$ cat src/rtl/eth_fcs_check.sv
// eth_fcs_check: Ethernet FCS (CRC-32) receive checker.
// Folds every received byte into a reflected CRC-32 register and compares the
// register with the fixed residue 0xDEBB20E3 after the final FCS byte. It also
// reports the frame length, length errors and PHY errors for each frame.
// Optional feature: define ETH_FCS_STRIP_EN to build a 4-byte delay path that
// re-emits each frame with its FCS removed on out_data/out_valid/out_last.
// When the macro is undefined, the out_* ports are tied to zero.
module eth_fcs_check #(
  parameter int unsigned MIN_LEN = 64,
  parameter int unsigned MAX_LEN = 1518
) (
  input  logic        clk,
  input  logic        rst_n,
  input  logic [7:0]  data,
  input  logic        data_valid,
  input  logic        data_last,
  input  logic        rx_er,
  output logic        done,
  output logic        crc_ok,
  output logic        len_err,
  output logic        phy_err,
  output logic [11:0] frame_len,
  output logic [7:0]  out_data,
  output logic        out_valid,
  output logic        out_last
);

  typedef enum logic {IDLE = 1'b0, RUN = 1'b1} state_t;

  localparam logic [31:0] CRC_INIT    = 32'hFFFF_FFFF;
  localparam logic [31:0] CRC_POLY    = 32'hEDB8_8320;
  localparam logic [31:0] CRC_RESIDUE = 32'hDEBB_20E3;
  localparam logic [11:0] CNT_MAX     = 12'hFFF;

  // Fold one byte into the reflected CRC register, LSB first, with no final XOR.
  function automatic logic [31:0] crc_fold(input logic [31:0] crc_in, input logic [7:0] byte_in);
    logic [31:0] c;
    c = crc_in;
    for (int i = 0; i < 8; i++) begin
      if (c[0] ^ byte_in[i]) begin
        c = (c >> 1) ^ CRC_POLY;
      end else begin
        c = c >> 1;
      end
    end
    return c;
  endfunction

  state_t      state_q;
  logic [31:0] crc_q, crc_d, crc_base_s;
  logic [11:0] cnt_q, cnt_d, cnt_base_s;
  logic        phy_q, phy_d, phy_base_s;
  logic        len_bad_s;
  logic [11:0] flen_s;

  // The first byte of a frame starts from fresh CRC, count and error state.
  // Later bytes continue from the accumulated frame state.
  always_comb begin
    crc_base_s = CRC_INIT;
    cnt_base_s = 12'd0;
    phy_base_s = 1'b0;
    case (state_q)
      IDLE: begin
        crc_base_s = CRC_INIT;
        cnt_base_s = 12'd0;
        phy_base_s = 1'b0;
      end
      RUN: begin
        crc_base_s = crc_q;
        cnt_base_s = cnt_q;
        phy_base_s = phy_q;
      end
      default: begin
        crc_base_s = CRC_INIT;
        cnt_base_s = 12'd0;
        phy_base_s = 1'b0;
      end
    endcase
    crc_d     = crc_fold(crc_base_s, data);
    cnt_d     = (cnt_base_s == CNT_MAX) ? CNT_MAX : cnt_base_s + 12'd1;
    phy_d     = phy_base_s | rx_er;
    len_bad_s = (cnt_d == CNT_MAX) || ({20'd0, cnt_d} < MIN_LEN) || ({20'd0, cnt_d} > MAX_LEN);
    flen_s    = (cnt_d > 12'd4) ? (cnt_d - 12'd4) : 12'd0;
  end

  // Frame state machine. It accumulates state on valid bytes; stall cycles
  // leave it unchanged. On data_last it publishes the frame status and
  // pulses done.
  always_ff @(posedge clk or negedge rst_n) begin
    if (!rst_n) begin
      state_q   <= IDLE;
      crc_q     <= CRC_INIT;
      cnt_q     <= 12'd0;
      phy_q     <= 1'b0;
      done      <= 1'b0;
      crc_ok    <= 1'b0;
      len_err   <= 1'b0;
      phy_err   <= 1'b0;
      frame_len <= 12'd0;
    end else begin
      done <= 1'b0;
      if (data_valid) begin
        crc_q <= crc_d;
        cnt_q <= cnt_d;
        phy_q <= phy_d;
        if (data_last) begin
          state_q   <= IDLE;
          done      <= 1'b1;
          crc_ok    <= (crc_d == CRC_RESIDUE);
          len_err   <= len_bad_s;
          phy_err   <= phy_d;
          frame_len <= flen_s;
        end else begin
          state_q <= RUN;
        end
      end
    end
  end

`ifdef ETH_FCS_STRIP_EN
  logic [3:0][7:0] sbuf_q;
  logic [2:0]      fill_q, fill_base_s, fill_d;

  // The buffer counts as empty at the start of each frame, which flushes any
  // bytes left over from the previous frame.
  always_comb begin
    if (state_q == IDLE) begin
      fill_base_s = 3'd0;
    end else begin
      fill_base_s = fill_q;
    end
    fill_d = (fill_base_s == 3'd4) ? 3'd4 : fill_base_s + 3'd1;
  end

  // The 4-deep delay line emits the oldest byte only once four newer bytes
  // follow it, so the four FCS bytes are never emitted.
  always_ff @(posedge clk or negedge rst_n) begin
    if (!rst_n) begin
      sbuf_q    <= '0;
      fill_q    <= 3'd0;
      out_data  <= 8'h00;
      out_valid <= 1'b0;
      out_last  <= 1'b0;
    end else begin
      out_valid <= 1'b0;
      out_last  <= 1'b0;
      out_data  <= 8'h00;
      if (data_valid) begin
        sbuf_q <= {sbuf_q[2:0], data};
        fill_q <= fill_d;
        if (fill_base_s == 3'd4) begin
          out_valid <= 1'b1;
          out_data  <= sbuf_q[3];
          out_last  <= data_last;
        end
      end
    end
  end
`else
  assign out_data  = 8'h00;
  assign out_valid = 1'b0;
  assign out_last  = 1'b0;
`endif

endmodule

$ cat config.mk
export PLATFORM = sky130hd
export DESIGN_NAME = eth_fcs_check
export DESIGN_NICKNAME = d
export VERILOG_FILES = /design/src/rtl/eth_fcs_check.sv
export SDC_FILE = /design/constraint.sdc
export NUM_CORES = 1
export LEC_CHECK = 0
export ABC_AREA = 1
export BUFFER_PORTS_ARGS = -buffer_cell sky130_fd_sc_hd__buf_2
export CORE_UTILIZATION = 43
export DETAILED_ROUTE_END_ITERATION = 8
export GPL_ROUTABILITY_DRIVEN = 0
export GPL_TIMING_DRIVEN = 0
export PLACE_DENSITY = 0.64
export SYNTH_ARGS = -nofsm -noshare
export SYNTH_HDL_FRONTEND = slang
export SYNTH_SLANG_ARGS = --single-unit
export TNS_END_PERCENT = 100
$ cat constraint.sdc
create_clock -name clk -period 2.77 [get_ports clk]
set_clock_uncertainty 0.1 [all_clocks]
set_input_delay 0.1385 -clock clk [delete_from_list [all_inputs] [get_ports clk]]
set_output_delay 0.1385 -clock clk [all_outputs]
set_load 0.01 [all_outputs]
=== Word level (Yosys, flattened, before mapping) ===
Index checks and enable logic that the tools add are counted.

* Register bits: 62
* Bits of input ports: 13
* Output and inout bits: 26
* Logic and storage cells: 54

* Add/sub/neg operators: 2
* Magnitude comparators: 3
* Equal/unequal tests: 3
* Mux-type cells: 16
* Bitwise logic cells: 18
* Reductions and logical operators: 3

{| class="wikitable"
|+ Operators with widths
! cell !! number
|-
| $mux W32 || 8
|-
| $not A13 Y14 || 8
|-
| $pmux W32 S2 || 1
|-
| $eq A32 B32 Y1 const B || 1
|-
| $eq A12 B12 Y1 const B || 2
|-
| $mux W12 || 2
|-
| $pmux W12 S2 || 1
|-
| $add A12 B1 Y12 const B || 1
|-
| $gt A12 B11 Y1 const B || 1
|-
| $gt A12 B3 Y1 const B || 1
|-
| $lt A12 B7 Y1 const B || 1
|-
| $sub A12 B3 Y12 const B || 1
|-
| $xor A1 B1 Y1 || 8
|-
| $mux W1 || 3
|-
| $logic_or A1 B1 Y1 || 2
|-
| $pmux W1 S2 || 1
|-
| $reduce_and A2 Y1 || 1
|-
| $not A1 Y1 || 1
|-
| $or A1 B1 Y1 || 1
|}

=== Depth between registers and ports, before layout ===
Gate-level depths: netlist of the first run.

* Depth in word-level cells: 19
* Mapped depth: 19
* Depth with buffers taken out: 17

=== Least setup slack after synthesis of the first run ===
OpenSTA, ideal clock, no wires.

* Path type: register -> register
* From: register state_q
* To: register frame_len[10]
* Library setup time: 74 ps
* Arrival time: 2073 ps
* Required time: 2596 ps
* Setup slack: 523 ps
* Stages on the path, launching flop included: 17
* Path buffers: 3
* Cells stage by stage: dfrtp_1 > buf_6 > nand2_1 > nor2_2 > nand2_1 > nor2_1 > nand3_1 > buf_6 > nand2_1 > inv_1 > ha_1 > inv_1 > a21oi_1 > nand3_2 > nand2_2 > buf_6 > o21ai_2

* Word-level cells in the longest chain between the ends: 6
* Elaborated cells on any way between the ends: 8
* Classes of those cells: add/sub: 2; order compare: 1; eq/ne: 1; mux: 3; bitwise: 1

{| class="wikitable"
|+ RTL lines
! element !! line !! text
|-
| from (decl) || 49 || <nowiki>state_t state_q;</nowiki>
|-
| from (signal assigned) || 91 || <nowiki>state_q <= IDLE;</nowiki>
|-
| from (signal assigned) || 107 || <nowiki>state_q <= IDLE;</nowiki>
|-
| from (signal assigned) || 114 || <nowiki>state_q <= RUN;</nowiki>
|-
| $not A1 Y1 || 62 || <nowiki>case (state_q)</nowiki>
|-
| $pmux W12 S2 (*) || 62 ||
|-
| $add A12 B1 Y12 / $eq A12 B12 Y1 (equally long branches) || 80 || <nowiki>cnt_d = (cnt_base_s == CNT_MAX) ? CNT_MAX : cnt_base_s + 12'd1;</nowiki>
|-
| $mux W12 (*) || 80 ||
|-
| net cnt_d[3] || 51 || <nowiki>logic [11:0] cnt_q, cnt_d, cnt_base_s;</nowiki>
|-
| $sub A12 B3 Y12 / $gt A12 B3 Y1 (equally long branches) || 83 || <nowiki>flen_s = (cnt_d > 12'd4) ? (cnt_d - 12'd4) : 12'd0;</nowiki>
|-
| $mux W12 (*) || 83 ||
|-
| to (signal assigned) || 112 || <nowiki>frame_len <= flen_s;</nowiki>
|-
| to (decl) || 22 || <nowiki>output logic [11:0] frame_len,</nowiki>
|}

Mark *: on every way through the listed nets, which the timed path passes. The rest lies on a longest branch.
A chain may end at the register's enable or synchronous reset.

=== Worst setup path after layout of the first run ===
Ends and elaborated chain as after synthesis.

==> qor.txt, run 1 <==
CRITICAL PATH
-------------------------------------------------------------------------------------------
Critical Path Fanout Max .....................................................           10
Worst Path Class, Setup ......................................................      reg2reg
Slowest Stage Delay on Critical Path .........................................      0.34 ns
Startpoint class of the critical path ........................................         flop
Critical path data required time .............................................      2.94 ns
Critical path, cell by cell .................................................. buf_6 > nand2_1 > nor2_2 > nand2_1 > nor2_2 > nand3_1 > buf_6 > nand2_1 > inv_1 > ha_1 > inv_1 > a21oi_1 > nand3_2 > nand2_2 > buf_6 > o21ai_2
Endpoint arrival time on the critical path ...................................      2.75 ns
Crit path capture type .......................................................         flop
Worst reg2reg path startpoint ................................................      state_q
Slowest cell on the critical path ............................................      dfrtp_1
Source of the critical timing path ...........................................      state_q

FINAL LAYOUT
-------------------------------------------------------------------------------------------
Layout cell share with drive strength beyond 1 ...............................        0.183
Antenna fix cells ............................................................            0
Area of all placed cells without fillers .....................................   5570 sq um
Fill cell count ..............................................................        1,103
Post-synthesis to final-layout area growth ...................................        14.8%
Number of nets in the finished design ........................................          824
Top library cells by usage in the layout, fill and taps aside ................ nand2_1, nand3_1, inv_1, nor2_1, o21ai_0
Most common cell after layout, fill and taps aside ...........................      nand2_1

ROUTING
-------------------------------------------------------------------------------------------
Wire length after detailed routing ...........................................      14.4 mm
DR WL/cell ...................................................................      15.1 um
Number of design-rule violations left by the first detailed-router iteration .          472
First-pass iteration count of the detailed router ............................            6
Number of vias per cell ......................................................         5.32
Detail Route Antenna Nets ....................................................            0
Number of remaining DRC errors ...............................................            0
Overall via count from detail_route ..........................................        5,062

TIMING
-------------------------------------------------------------------------------------------
Maximum frequency from static timing analysis ................................      389 MHz
Setup Viol. Count Final ......................................................            0
Count of endpoints failing hold in the final timing report ...................            0
Setup TNS ....................................................................         0 ns
Shortest clock period the worst path allows after layout .....................      2.57 ns
Actual transition at the worst max-transition pin ............................     0.820 ns
Crit share post-route ........................................................        0.928
Unrepaired setup endpoints after global routing ..............................           no
Final max-slew violation count ...............................................            0
Max transition margin ........................................................        0.453
Fin Hold WS ..................................................................    0.0209 ns

SYNTH
-------------------------------------------------------------------------------------------
Synthesized instance count ...................................................          757
Avg Inst Size Synth ..........................................................   6.41 sq um
Area contributors post-synth ................................................. nand2_1, dfstp_2, dfrtp_1
Yosys warning total ..........................................................            0
Area fraction of the dominant cell type after synthesis ......................        0.258
Post-synth design cell area ..................................................   4850 sq um
Sequential-to-total area share from yosys stat ...............................        0.328
Cell type with the largest total area after synthesis ........................      nand2_1
Cell variety after synth .....................................................           35
FF+latch count, synth ........................................................           62

FLOORPLANNING
-------------------------------------------------------------------------------------------
Area of the die .............................................................. 11,700 sq um
Std-Cell Rows ................................................................           38
Number of I/O pins ...........................................................           39
Initial cell density of the core .............................................        0.443
Core outline area ............................................................ 10,900 sq um
Overall die height ...........................................................       108 um
Horizontal die dimension .....................................................       108 um

GRT
-------------------------------------------------------------------------------------------
Number of global-route vias before repair ....................................        4,741
Largest net degree at the start of global routing ............................           63
Initial antenna violation count ..............................................            0
GRT Util Overall .............................................................        0.267
Global route total overflow ..................................................            0
First-pass GRT wire length ...................................................      23.8 mm

CLOCK NETWORK
-------------------------------------------------------------------------------------------
TritonCTS clock tree .........................................................        built
Number of clock sinks ........................................................           62
Number of H-tree branching levels ............................................            3
Root buffer cell .............................................................    clkbuf_16
Clock transition at the registers of the reported paths ......................      0.06 ns
TritonCTS Buffers ............................................................            9
Clock Tree Buf Depth .........................................................            2
Worst-skew pair later-pin latency ............................................      0.34 ns

JOB
-------------------------------------------------------------------------------------------
Count of max-cap constraint violations .......................................            0

POWER AND IR DROP
-------------------------------------------------------------------------------------------
Leakage ......................................................................   0.00297 uW
Power Dens Cells .............................................................  944 nW/um^2
Max IR drop VDD ..............................................................   0.000508 V

PLACE
-------------------------------------------------------------------------------------------
HPWL after detailed placement ................................................      10.6 mm
Post-placement cell area .....................................................   5200 sq um
Total of buffers placed on input and output ports ............................           28

STATUS
-------------------------------------------------------------------------------------------
Outcome ...................................................................... finished, final reports clean

HOLD PATH
-------------------------------------------------------------------------------------------
Type of the most critical hold path ..........................................       in2reg
Worst hold path startpoint ...................................................        rx_er

-- area by class of cell --
cell class / count / area (sq um) / share of cell area
Timing Repair Buffer: 30 / 160 / 0.0288
Clock buffer: 11 / 243 / 0.0436
Sequential cell: 62 / 1590 / 0.286
Inverter: 68 / 258 / 0.0463
Multi-Input combinational cell: 603 / 2810 / 0.505
Buffer: 33 / 248 / 0.0445
Clock inverter: 5 / 81.3 / 0.0146
Tap cell: 140 / 175 / 0.0315
-- where the power goes --
group          total, uW  internal, uW  switching [uW]
sequential          1510          1340             168
combinational       2500           810            1690
clock               1250           814             438
-- critical path: cells and delay by family (launching register included) --
family	cells	cell delay [ns]
AO/OA/AOI/OAI	2	0.24
adder cells (fa/ha/maj)	1	0.18
buffers and inverters	5	0.71
flip-flops	1	0.34
AND/OR/NAND/NOR	8	0.94
-- kinds of logic after synthesis --
family,count (synthesis),share of synthesized area
and+or+nand+nor,509,0.452
AOI/OAI and AO/OA,67,0.0800
other,1,0.000773
buffers and inverters,101,0.104
xor gates and xnor gates,13,0.0250
DFF,62,0.328
adders and majority gates,4,0.0103
-- through the flow --
stage          total power, uW  setup WS [ns]  std cells   util
2_1_floorplan             3280          0.523        766      -
3_3_place_gp              3870          0.228        934  0.475
3_5_place_dp              3940          0.156        934  0.476
4_1_cts                   5210          0.138        951  0.506
5_1_grt                   5660        0.00959        952  0.509
6_report                  5260          0.199        952  0.509
-- final timing paths --
check / slack, ns / depth (start not counted) / endpoint
worst max register to register: 0.20 / 16 / frame_len[10]
worst min-delay path: 0.02 / 4 / phy_err
max in group asynchronous: 1.69 / 2 / phy_err
worst max-delay path: 0.20 / 16 / frame_len[10]
min in group asynchronous: 0.34 / 2 / cnt_q[10]
worst min register to register: 0.38 / 2 / frame_len[5]
-- per-layer routing --
layer,global-route usage,vias to the layer above,part of all wire
met4,0.0949,0,0.027
met1,0.364,2336,0.45
met5,0,-,0
met3,0.0639,31,0.082
li1,-,2486,-
met2,0.409,209,0.44
-- synth_stat cells --
cell type  number
xnor2_2         1
buf_2           2
nand2_4         1
nor2_4          2
nand2_2        13
dfstp_2        32
clkinv_1        2
xnor2_1         4
nand4_2         1
a21oi_1         5
nand3_2         5
o21ai_1         1
a31oi_1        10
inv_1          59
o21ai_2        10
nor2_2          5
buf_12          1
buf_4          12
nand3_4         1
nor3_1          2
dfrtp_1        30
nand4_1         6
buf_6           8
xor2_1          8
conb_1          1
o21ai_0        40
nand3b_1        5
clkbuf_1       10
inv_2           7
o21bai_1        1
nand2_1       333
ha_1            4
nor3_4          2
nor2_1         54
nand3_1        79
-- state kept, by name (all words and copies together), names as in the netlist --
register	flops
len_err	1
done	1
phy_q	1
state_q	1
crc_q	32
phy_err	1
frame_len	12
cnt_q	12
crc_ok	1
-- timing repair --
action,CTS,global route
buffers inserted,0,1
gates resized for setup,0,6
setup endpoints to repair,0,11
hold endpoints to repair,30,0
hold buffers,1,0
Power figures use the tool's default switching activity.
==> run 2, diff against run 1 <==
--- a/config.mk
+++ b/config.mk
@@ -5,13 +5,12 @@
 export SDC_FILE = /design/constraint.sdc
 export NUM_CORES = 1
 export LEC_CHECK = 0
-export ABC_AREA = 1
 export BUFFER_PORTS_ARGS = -buffer_cell sky130_fd_sc_hd__buf_2
 export CORE_UTILIZATION = 43
 export DETAILED_ROUTE_END_ITERATION = 8
 export GPL_ROUTABILITY_DRIVEN = 0
 export GPL_TIMING_DRIVEN = 0
-export PLACE_DENSITY = 0.64
+export PLACE_DENSITY = 0.65
 export SYNTH_ARGS = -nofsm -noshare
 export SYNTH_HDL_FRONTEND = slang
 export SYNTH_SLANG_ARGS = --single-unit
==> qor.txt, run 2 <==
SYNTH
-------------------------------------------------------------------------------------------
Synthesized instance count ...................................................          504   -33%
Number of flops mapped to enable cells by yosys ..............................            0   unchanged
Leading register cell type out of synthesis ..................................      dfstp_2
Sequential-to-total area share from yosys stat ...............................        0.344   +0.0162
Area fraction of the dominant cell type after synthesis ......................        0.182   -0.0758
Most used standard cell by instance count after synthesis ....................      nand2_1
FF+latch count, synth ........................................................           62   unchanged
Yosys warning total ..........................................................            0   unchanged
Post-synth design cell area ..................................................   4620 sq um   -4.7%
Area contributors post-synth ................................................. dfstp_2, dfrtp_1, xnor2_1
Cell type with the largest total area after synthesis ........................      dfstp_2
Ranking of synthesized cells by instance count ............................... nand2_1, xnor2_1, xor2_1
Cell variety after synth .....................................................           63   +80%
Fraction of registers with async set/reset ...................................         1.00   unchanged
Avg Inst Size Synth ..........................................................   9.17 sq um   +43%

ROUTING
-------------------------------------------------------------------------------------------
First-pass iteration count of the detailed router ............................            5   -1
Number of design-rule violations left by the first detailed-router iteration .          196   -58%
Wire length after detailed routing ...........................................      11.5 mm   -20%
Detail Route Antenna Nets ....................................................            0   unchanged
Number of vias per cell ......................................................         5.28   -0.61%
Number of remaining DRC errors ...............................................            0   unchanged
Overall via count from detail_route ..........................................        3,731   -26%
DR WL/cell ...................................................................      16.3 um   +7.8%

FINAL LAYOUT
-------------------------------------------------------------------------------------------
Largest registers ............................................................ crc_q x32, cnt_q x12, frame_len x12
Register ranked first by flip-flop count .....................................        crc_q
Antenna fix cells ............................................................            0   unchanged
Post-synthesis to final-layout area growth ...................................        18.5%
Layout cell share with drive strength beyond 1 ...............................        0.302   +0.118
Fill cell count ..............................................................          938   -15%
Most common cell after layout, fill and taps aside ...........................      nand2_1
Number of nets in the finished design ........................................          583   -29%
Max FFs per register .........................................................           32   unchanged
Top library cells by usage in the layout, fill and taps aside ................ nand2_1, xnor2_1, xor2_1, buf_4, nor2_1
Layout Utilization ...........................................................        0.528   +0.0192

CLOCK NETWORK
-------------------------------------------------------------------------------------------
Worst-skew pair later-pin latency ............................................      0.35 ns   about the same
Clock transition at the registers of the reported paths ......................      0.07 ns   about the same
Root buffer cell .............................................................     clkbuf_8
TritonCTS clock tree .........................................................        built
TritonCTS Buffers ............................................................            9   unchanged
Clock Tree Buf Depth .........................................................            2   unchanged
Number of H-tree branching levels ............................................            3   unchanged
Number of clock sinks ........................................................           62   unchanged

GRT
-------------------------------------------------------------------------------------------
Number of global-route vias before repair ....................................        3,519   -26%
Global route total overflow ..................................................            0   unchanged
Initial antenna violation count ..............................................            0   unchanged
First-pass GRT wire length ...................................................      18.3 mm   -23%
Largest net degree at the start of global routing ............................           63   unchanged
GRT Util Overall .............................................................        0.213   -0.0534

FLOORPLANNING
-------------------------------------------------------------------------------------------
Area of the die .............................................................. 11,200 sq um   -4.6%
Overall die height ...........................................................       106 um   -2.3%
Horizontal die dimension .....................................................       106 um   -2.3%
Number of I/O pins ...........................................................           39   unchanged
Core outline area ............................................................ 10,400 sq um   -5.2%
Std-Cell Rows ................................................................           37   -2.6%
Initial cell density of the core .............................................        0.446   +0.00223

CRITICAL PATH
-------------------------------------------------------------------------------------------
Endpoint arrival time on the critical path ...................................      2.84 ns   +0.09 ns
Startpoint class of the critical path ........................................         flop
Worst Path Class, Setup ......................................................      reg2reg
Critical Path Fanout Max .....................................................            6   -4
Critical path data required time .............................................      2.96 ns   +0.02 ns
Crit path capture type .......................................................         flop

POWER AND IR DROP
-------------------------------------------------------------------------------------------
Power Dens Cells ............................................................. 1260 nW/um^2   +33%
Leakage ......................................................................   0.00236 uW   -20%
Max IR drop VDD ..............................................................   0.000829 V   +63%

TIMING
-------------------------------------------------------------------------------------------
Shortest clock period the worst path allows after layout .....................      2.65 ns   +0.0765 ns
Final max-slew violation count ...............................................            0   unchanged
Fin Hold WS ..................................................................    0.0704 ns   +0.0494 ns
Final setup slack of the worst path ..........................................     0.123 ns   -0.0765 ns
Count of endpoints failing hold in the final timing report ...................            0   unchanged
Max transition margin ........................................................        0.480   +0.0266
Maximum frequency from static timing analysis ................................      378 MHz   -2.9%
Crit share post-route ........................................................        0.956   +0.0276
Actual transition at the worst max-transition pin ............................     0.781 ns   -0.0398 ns
Setup Viol. Count Final ......................................................            0   unchanged

PLACE
-------------------------------------------------------------------------------------------
HPWL after detailed placement ................................................      8.11 mm   -23%
Total of buffers placed on input and output ports ............................           24   -14%
Worst slack, placed ..........................................................    -0.815 ns   -0.971 ns

HOLD PATH
-------------------------------------------------------------------------------------------
Type of the most critical hold path ..........................................       in2reg

JOB
-------------------------------------------------------------------------------------------
Count of max-cap constraint violations .......................................            0   unchanged

STATUS
-------------------------------------------------------------------------------------------
Outcome ...................................................................... finished, final reports clean

## run 2: cell count changes after synthesis, sizes merged, moves of 7 or more
cell   change
nand3     -75
nand2    -290
a21oi     +25
nor2      -24
mux2i      +8
mux2      +20
o31ai      +7
xor2      +42
o21ai     -36
nor2b     +12
xnor2     +54
a31oi      -9
buf        +8
inv       -54
## run 2: worst paths after layout
path | from | to | slack (ns) | depth (start not counted)
min in group asynchronous | rst_n | frame_len[2] | 0.32 | 2
max reg2reg | state_q | frame_len[5] | 0.12 | 12
min | data_valid | phy_q | 0.07 | 3
max | state_q | frame_len[5] | 0.12 | 12
min reg2reg | frame_len[0] | frame_len[0] | 0.37 | 2
max in group asynchronous | rst_n | state_q | 1.70 | 2
## run 2: what timing repair did
item                                    4_1_cts  5_1_grt
setup buffers                                 9       11
hold buffers                                  1        1
endpoints found under the setup margin       14       10
gates cloned                                  0        0
hold endpoints to repair                      2       30
resized for setup                            22       14
pin swaps                                     5        8
## run 2: report_power, final
group	total [uW]	internal [uW]	leakage, uW	switching, uW
registers	1680	1440	0.000717	234
logic	4530	2170	0.00156	2370
clock network	691	336	0.0000853	355
## run 2: cell families (layout without fill, tap and decap cells)
family / count (synthesis) / count (layout) / synth area share
mux: 28 / 28 / 0.0661
compound gates: 80 / 80 / 0.110
simple gates: 160 / 160 / 0.169
buf+inv: 57 / 114 / 0.0628
xor+xnor: 112 / 112 / 0.236
other cells: 1 / 10 / 0.000811
flops: 62 / 62 / 0.344
fa+ha+maj: 4 / 4 / 0.0108
## run 2: area by class of cell
| cell class | count | area [sq um] | area share |
|---|---|---|---|
| buffer | 41 | 267 | 0.0487 |
| clock buffer | 10 | 138 | 0.0251 |
| clock inverter | 5 | 26.3 | 0.00480 |
| inverter | 12 | 45.0 | 0.00822 |
| multi-input combinational | 394 | 2930 | 0.535 |
| sequential | 62 | 1590 | 0.291 |
| tap | 136 | 170 | 0.0311 |
| timing repair buffer | 46 | 309 | 0.0564 |
## run 2: worst max-delay path: stages (launching register included)
cell       delay, ns
dfrtp_2         0.39
buf_6           0.15
nand4_4         0.15
or2_4           0.30
nor3_4          0.18
o21a_2          0.20
inv_1           0.05
ha_2            0.21
a31oi_2         0.16
nor2_1          0.06
and3_4          0.22
a2111oi_4       0.32
a21o_1          0.12
## run 2: per-stage QoR
stage / cells / TNS [ns] / instance area [sq um] / power, uW
final: 706 / 0 / 5480 / 6900
after global routing: 706 / -0.00225 / 5480 / 7390
after CTS: 695 / 0 / 5310 / 6670
after detailed placement: 673 / -7.58 / 4980 / 5800
after global placement: 673 / -7.11 / 4980 / 5720
after floorplan: 513 / 0 / 4690 / 4970
## run 2: per-layer routing
metal | up-vias | global-route usage | wire length, um | part of all wire
met5 | - | 0 | 0 | 0
met4 | 0 | 0.0456 | 138 | 0.012
met3 | 15 | 0.0451 | 607 | 0.053
met2 | 117 | 0.371 | 5800 | 0.51
met1 | 1816 | 0.271 | 4930 | 0.43
li1 | 1783 | - | - | -
==> run 3, diff against run 2 <==
--- a/config.mk
+++ b/config.mk
@@ -10,7 +10,7 @@
 export DETAILED_ROUTE_END_ITERATION = 8
 export GPL_ROUTABILITY_DRIVEN = 0
 export GPL_TIMING_DRIVEN = 0
-export PLACE_DENSITY = 0.65
+export PLACE_DENSITY = 0.73
 export SYNTH_ARGS = -nofsm -noshare
 export SYNTH_HDL_FRONTEND = slang
 export SYNTH_SLANG_ARGS = --single-unit
==> qor.txt, run 3 (same netlist as run 2, synthesis figures left out) <==
STATUS
-------------------------------------------------------------------------------------------
Outcome ...................................................................... finished, final reports clean

GRT
-------------------------------------------------------------------------------------------
GRT Util Overall .............................................................        0.215   +0.00137
First-pass GRT wire length ...................................................      18.6 mm   +1.9%
Largest net degree at the start of global routing ............................           63   unchanged
Number of global-route vias before repair ....................................        3,635   +3.3%
Global route total overflow ..................................................            0   unchanged
Initial antenna violation count ..............................................            0   unchanged

TIMING
-------------------------------------------------------------------------------------------
Count of endpoints failing hold in the final timing report ...................            0   unchanged
Crit share post-route ........................................................        0.968   +0.0127
Final max-slew violation count ...............................................            0   unchanged
Setup TNS ....................................................................         0 ns   unchanged
Maximum frequency from static timing analysis ................................      373 MHz   -1.3%
Shortest clock period the worst path allows after layout .....................      2.68 ns   +0.0352 ns
Actual transition at the worst max-transition pin ............................     0.855 ns   +0.0749 ns
Setup Viol. Count Final ......................................................            0   unchanged
Max transition margin ........................................................        0.430   -0.0499
Unrepaired setup endpoints after global routing ..............................          yes

CLOCK NETWORK
-------------------------------------------------------------------------------------------
Clock Tree Buf Depth .........................................................            2   unchanged
TritonCTS Buffers ............................................................            9   unchanged
Clock transition at the registers of the reported paths ......................      0.08 ns   about the same
TritonCTS clock tree .........................................................        built
Worst-skew pair later-pin latency ............................................      0.35 ns   about the same
Number of H-tree branching levels ............................................            3   unchanged
Number of clock sinks ........................................................           62   unchanged
Root buffer cell .............................................................     clkbuf_8

CRITICAL PATH
-------------------------------------------------------------------------------------------
Endpoint arrival time on the critical path ...................................      2.86 ns   +0.02 ns
Endpoint of the most critical setup path .....................................       crc_ok
Source of the critical timing path ...........................................     crc_q[2]
Worst Path Class, Setup ......................................................      reg2reg
Flop-to-flop setup slack .....................................................      0.09 ns   -0.04 ns
Worst reg2reg path startpoint ................................................     crc_q[2]
Startpoint class of the critical path ........................................         flop
Crit path capture type .......................................................         flop
Critical Path Fanout Max .....................................................           10   +4
Critical path data required time .............................................      2.94 ns   -0.02 ns
Capture instance of the worst register-to-register path ......................       crc_ok
Worst r2r path cells .........................................................            9   -3

POWER AND IR DROP
-------------------------------------------------------------------------------------------
Design Power .................................................................      6920 uW   +0.22%
Power Dens Cells ............................................................. 1280 nW/um^2   +1.6%
Max IR drop VDD ..............................................................   0.000891 V   +7.4%
Leakage ......................................................................   0.00231 uW   -2.2%

ROUTING
-------------------------------------------------------------------------------------------
Wire length after detailed routing ...........................................      11.6 mm   +0.93%
Number of design-rule violations left by the first detailed-router iteration .          217   +11%
Detail Route Antenna Nets ....................................................            0   unchanged
DR WL/cell ...................................................................      16.6 um   +2.4%
Overall via count from detail_route ..........................................        3,710   -0.56%
First-pass iteration count of the detailed router ............................            4   -1
Number of remaining DRC errors ...............................................            0   unchanged
Number of vias per cell ......................................................         5.33   +0.87%

FINAL LAYOUT
-------------------------------------------------------------------------------------------
Max FFs per register .........................................................           32   unchanged
Largest registers ............................................................ crc_q x32, cnt_q x12, frame_len x12
Cell Count, Final, Fillers Out ...............................................          696   -1.4%
Top library cells by usage in the layout, fill and taps aside ................ nand2_1, xnor2_1, xor2_1, nor2_1, dfstp_2
Register ranked first by flip-flop count .....................................        crc_q
Post-synthesis to final-layout area growth ...................................        16.9%
Most common cell after layout, fill and taps aside ...........................      nand2_1
Layout Utilization ...........................................................        0.521   -0.00712
Number of nets in the finished design ........................................          572   -1.9%
Antenna fix cells ............................................................            0   unchanged
Layout cell share with drive strength beyond 1 ...............................        0.284   -0.0178

FLOORPLANNING
-------------------------------------------------------------------------------------------
Std-Cell Rows ................................................................           37   unchanged
Initial cell density of the core .............................................        0.446   unchanged
Core outline area ............................................................ 10,400 sq um   unchanged
Number of I/O pins ...........................................................           39   unchanged
Overall die height ...........................................................       106 um   unchanged
Horizontal die dimension .....................................................       106 um   unchanged
Area of the die .............................................................. 11,200 sq um   unchanged

PLACE
-------------------------------------------------------------------------------------------
HPWL after detailed placement ................................................      8.20 mm   +1.0%
Total of buffers placed on input and output ports ............................           24   unchanged
Count of placed standard cells including taps ................................          673   unchanged

HOLD PATH
-------------------------------------------------------------------------------------------
Worst hold path startpoint ...................................................   data_valid
Type of the most critical hold path ..........................................       in2reg

JOB
-------------------------------------------------------------------------------------------
Count of max-cap constraint violations .......................................            0   unchanged

==> run 3: layout make-up <==
cell class                 instances  area (sq um)
multi-input combinational        394          2910
timing repair buffer              35           218
inverter                          12          45.0
tap                              136           170
sequential                        62          1590
clock inverter                     4          47.5
clock buffer                      12           145
buffer                            41           269
fill                             957          4970
==> run 3: critical path, stage by stage (launching register included) <==
cell,delay (ns)
dfstp_2,0.51
buf_4,0.20
xor2_1,0.21
and2_1,0.21
xnor3_1,0.40
nor3_1,0.16
a21oi_1,0.09
nor4_2,0.34
o2111ai_1,0.19
o21ai_1,0.18
==> run 3: worst min path at each step <==
stage	end	slack, ns	depth (start not counted)
floorplan	cnt_q[0]	-0.26	0
finish	phy_q	0.06	3
detailed placement	phy_q	0.29	2
global placement	phy_q	0.29	2
CTS	frame_len[7]	0.06	1
global route	phy_q	0.09	3
==> run 3: report_power, final <==
group / switching (uW) / total [uW] / internal (uW)
registers: 240 / 1680 / 1440
clock network: 365 / 803 / 438
logic: 2370 / 4430 / 2060
==> run 3: what timing repair did <==
| item | CTS | global route |
|---|---|---|
| buffers inserted | 5 | 4 |
| setup endpoints to repair | 14 | 5 |
| hold buffers | 1 | 1 |
| hold endpoints to repair | 2 | 30 |
| resized for setup | 23 | 13 |
| pin swaps | 3 | 3 |
==> run 3: per-stage QoR <==
stage	hold WS, ns	worst slack (ns)	area [sq um]
final	0.0619	0.0877	5400
after global routing	0.0886	-0.0161	5400
after CTS	0.0606	0.00164	5310
after detailed placement	0.292	-0.837	4980
after global placement	0.289	-0.787	4980
after floorplan	-0.257	0.00892	4690
==> run 3: layer usage <==
layer | up-vias | GRT usage | share of wire
met5 | - | 0 | 0
met4 | 0 | 0.0675 | 0.021
met3 | 26 | 0.0550 | 0.047
met2 | 117 | 0.365 | 0.50
met1 | 1804 | 0.265 | 0.44
li1 | 1763 | - | -
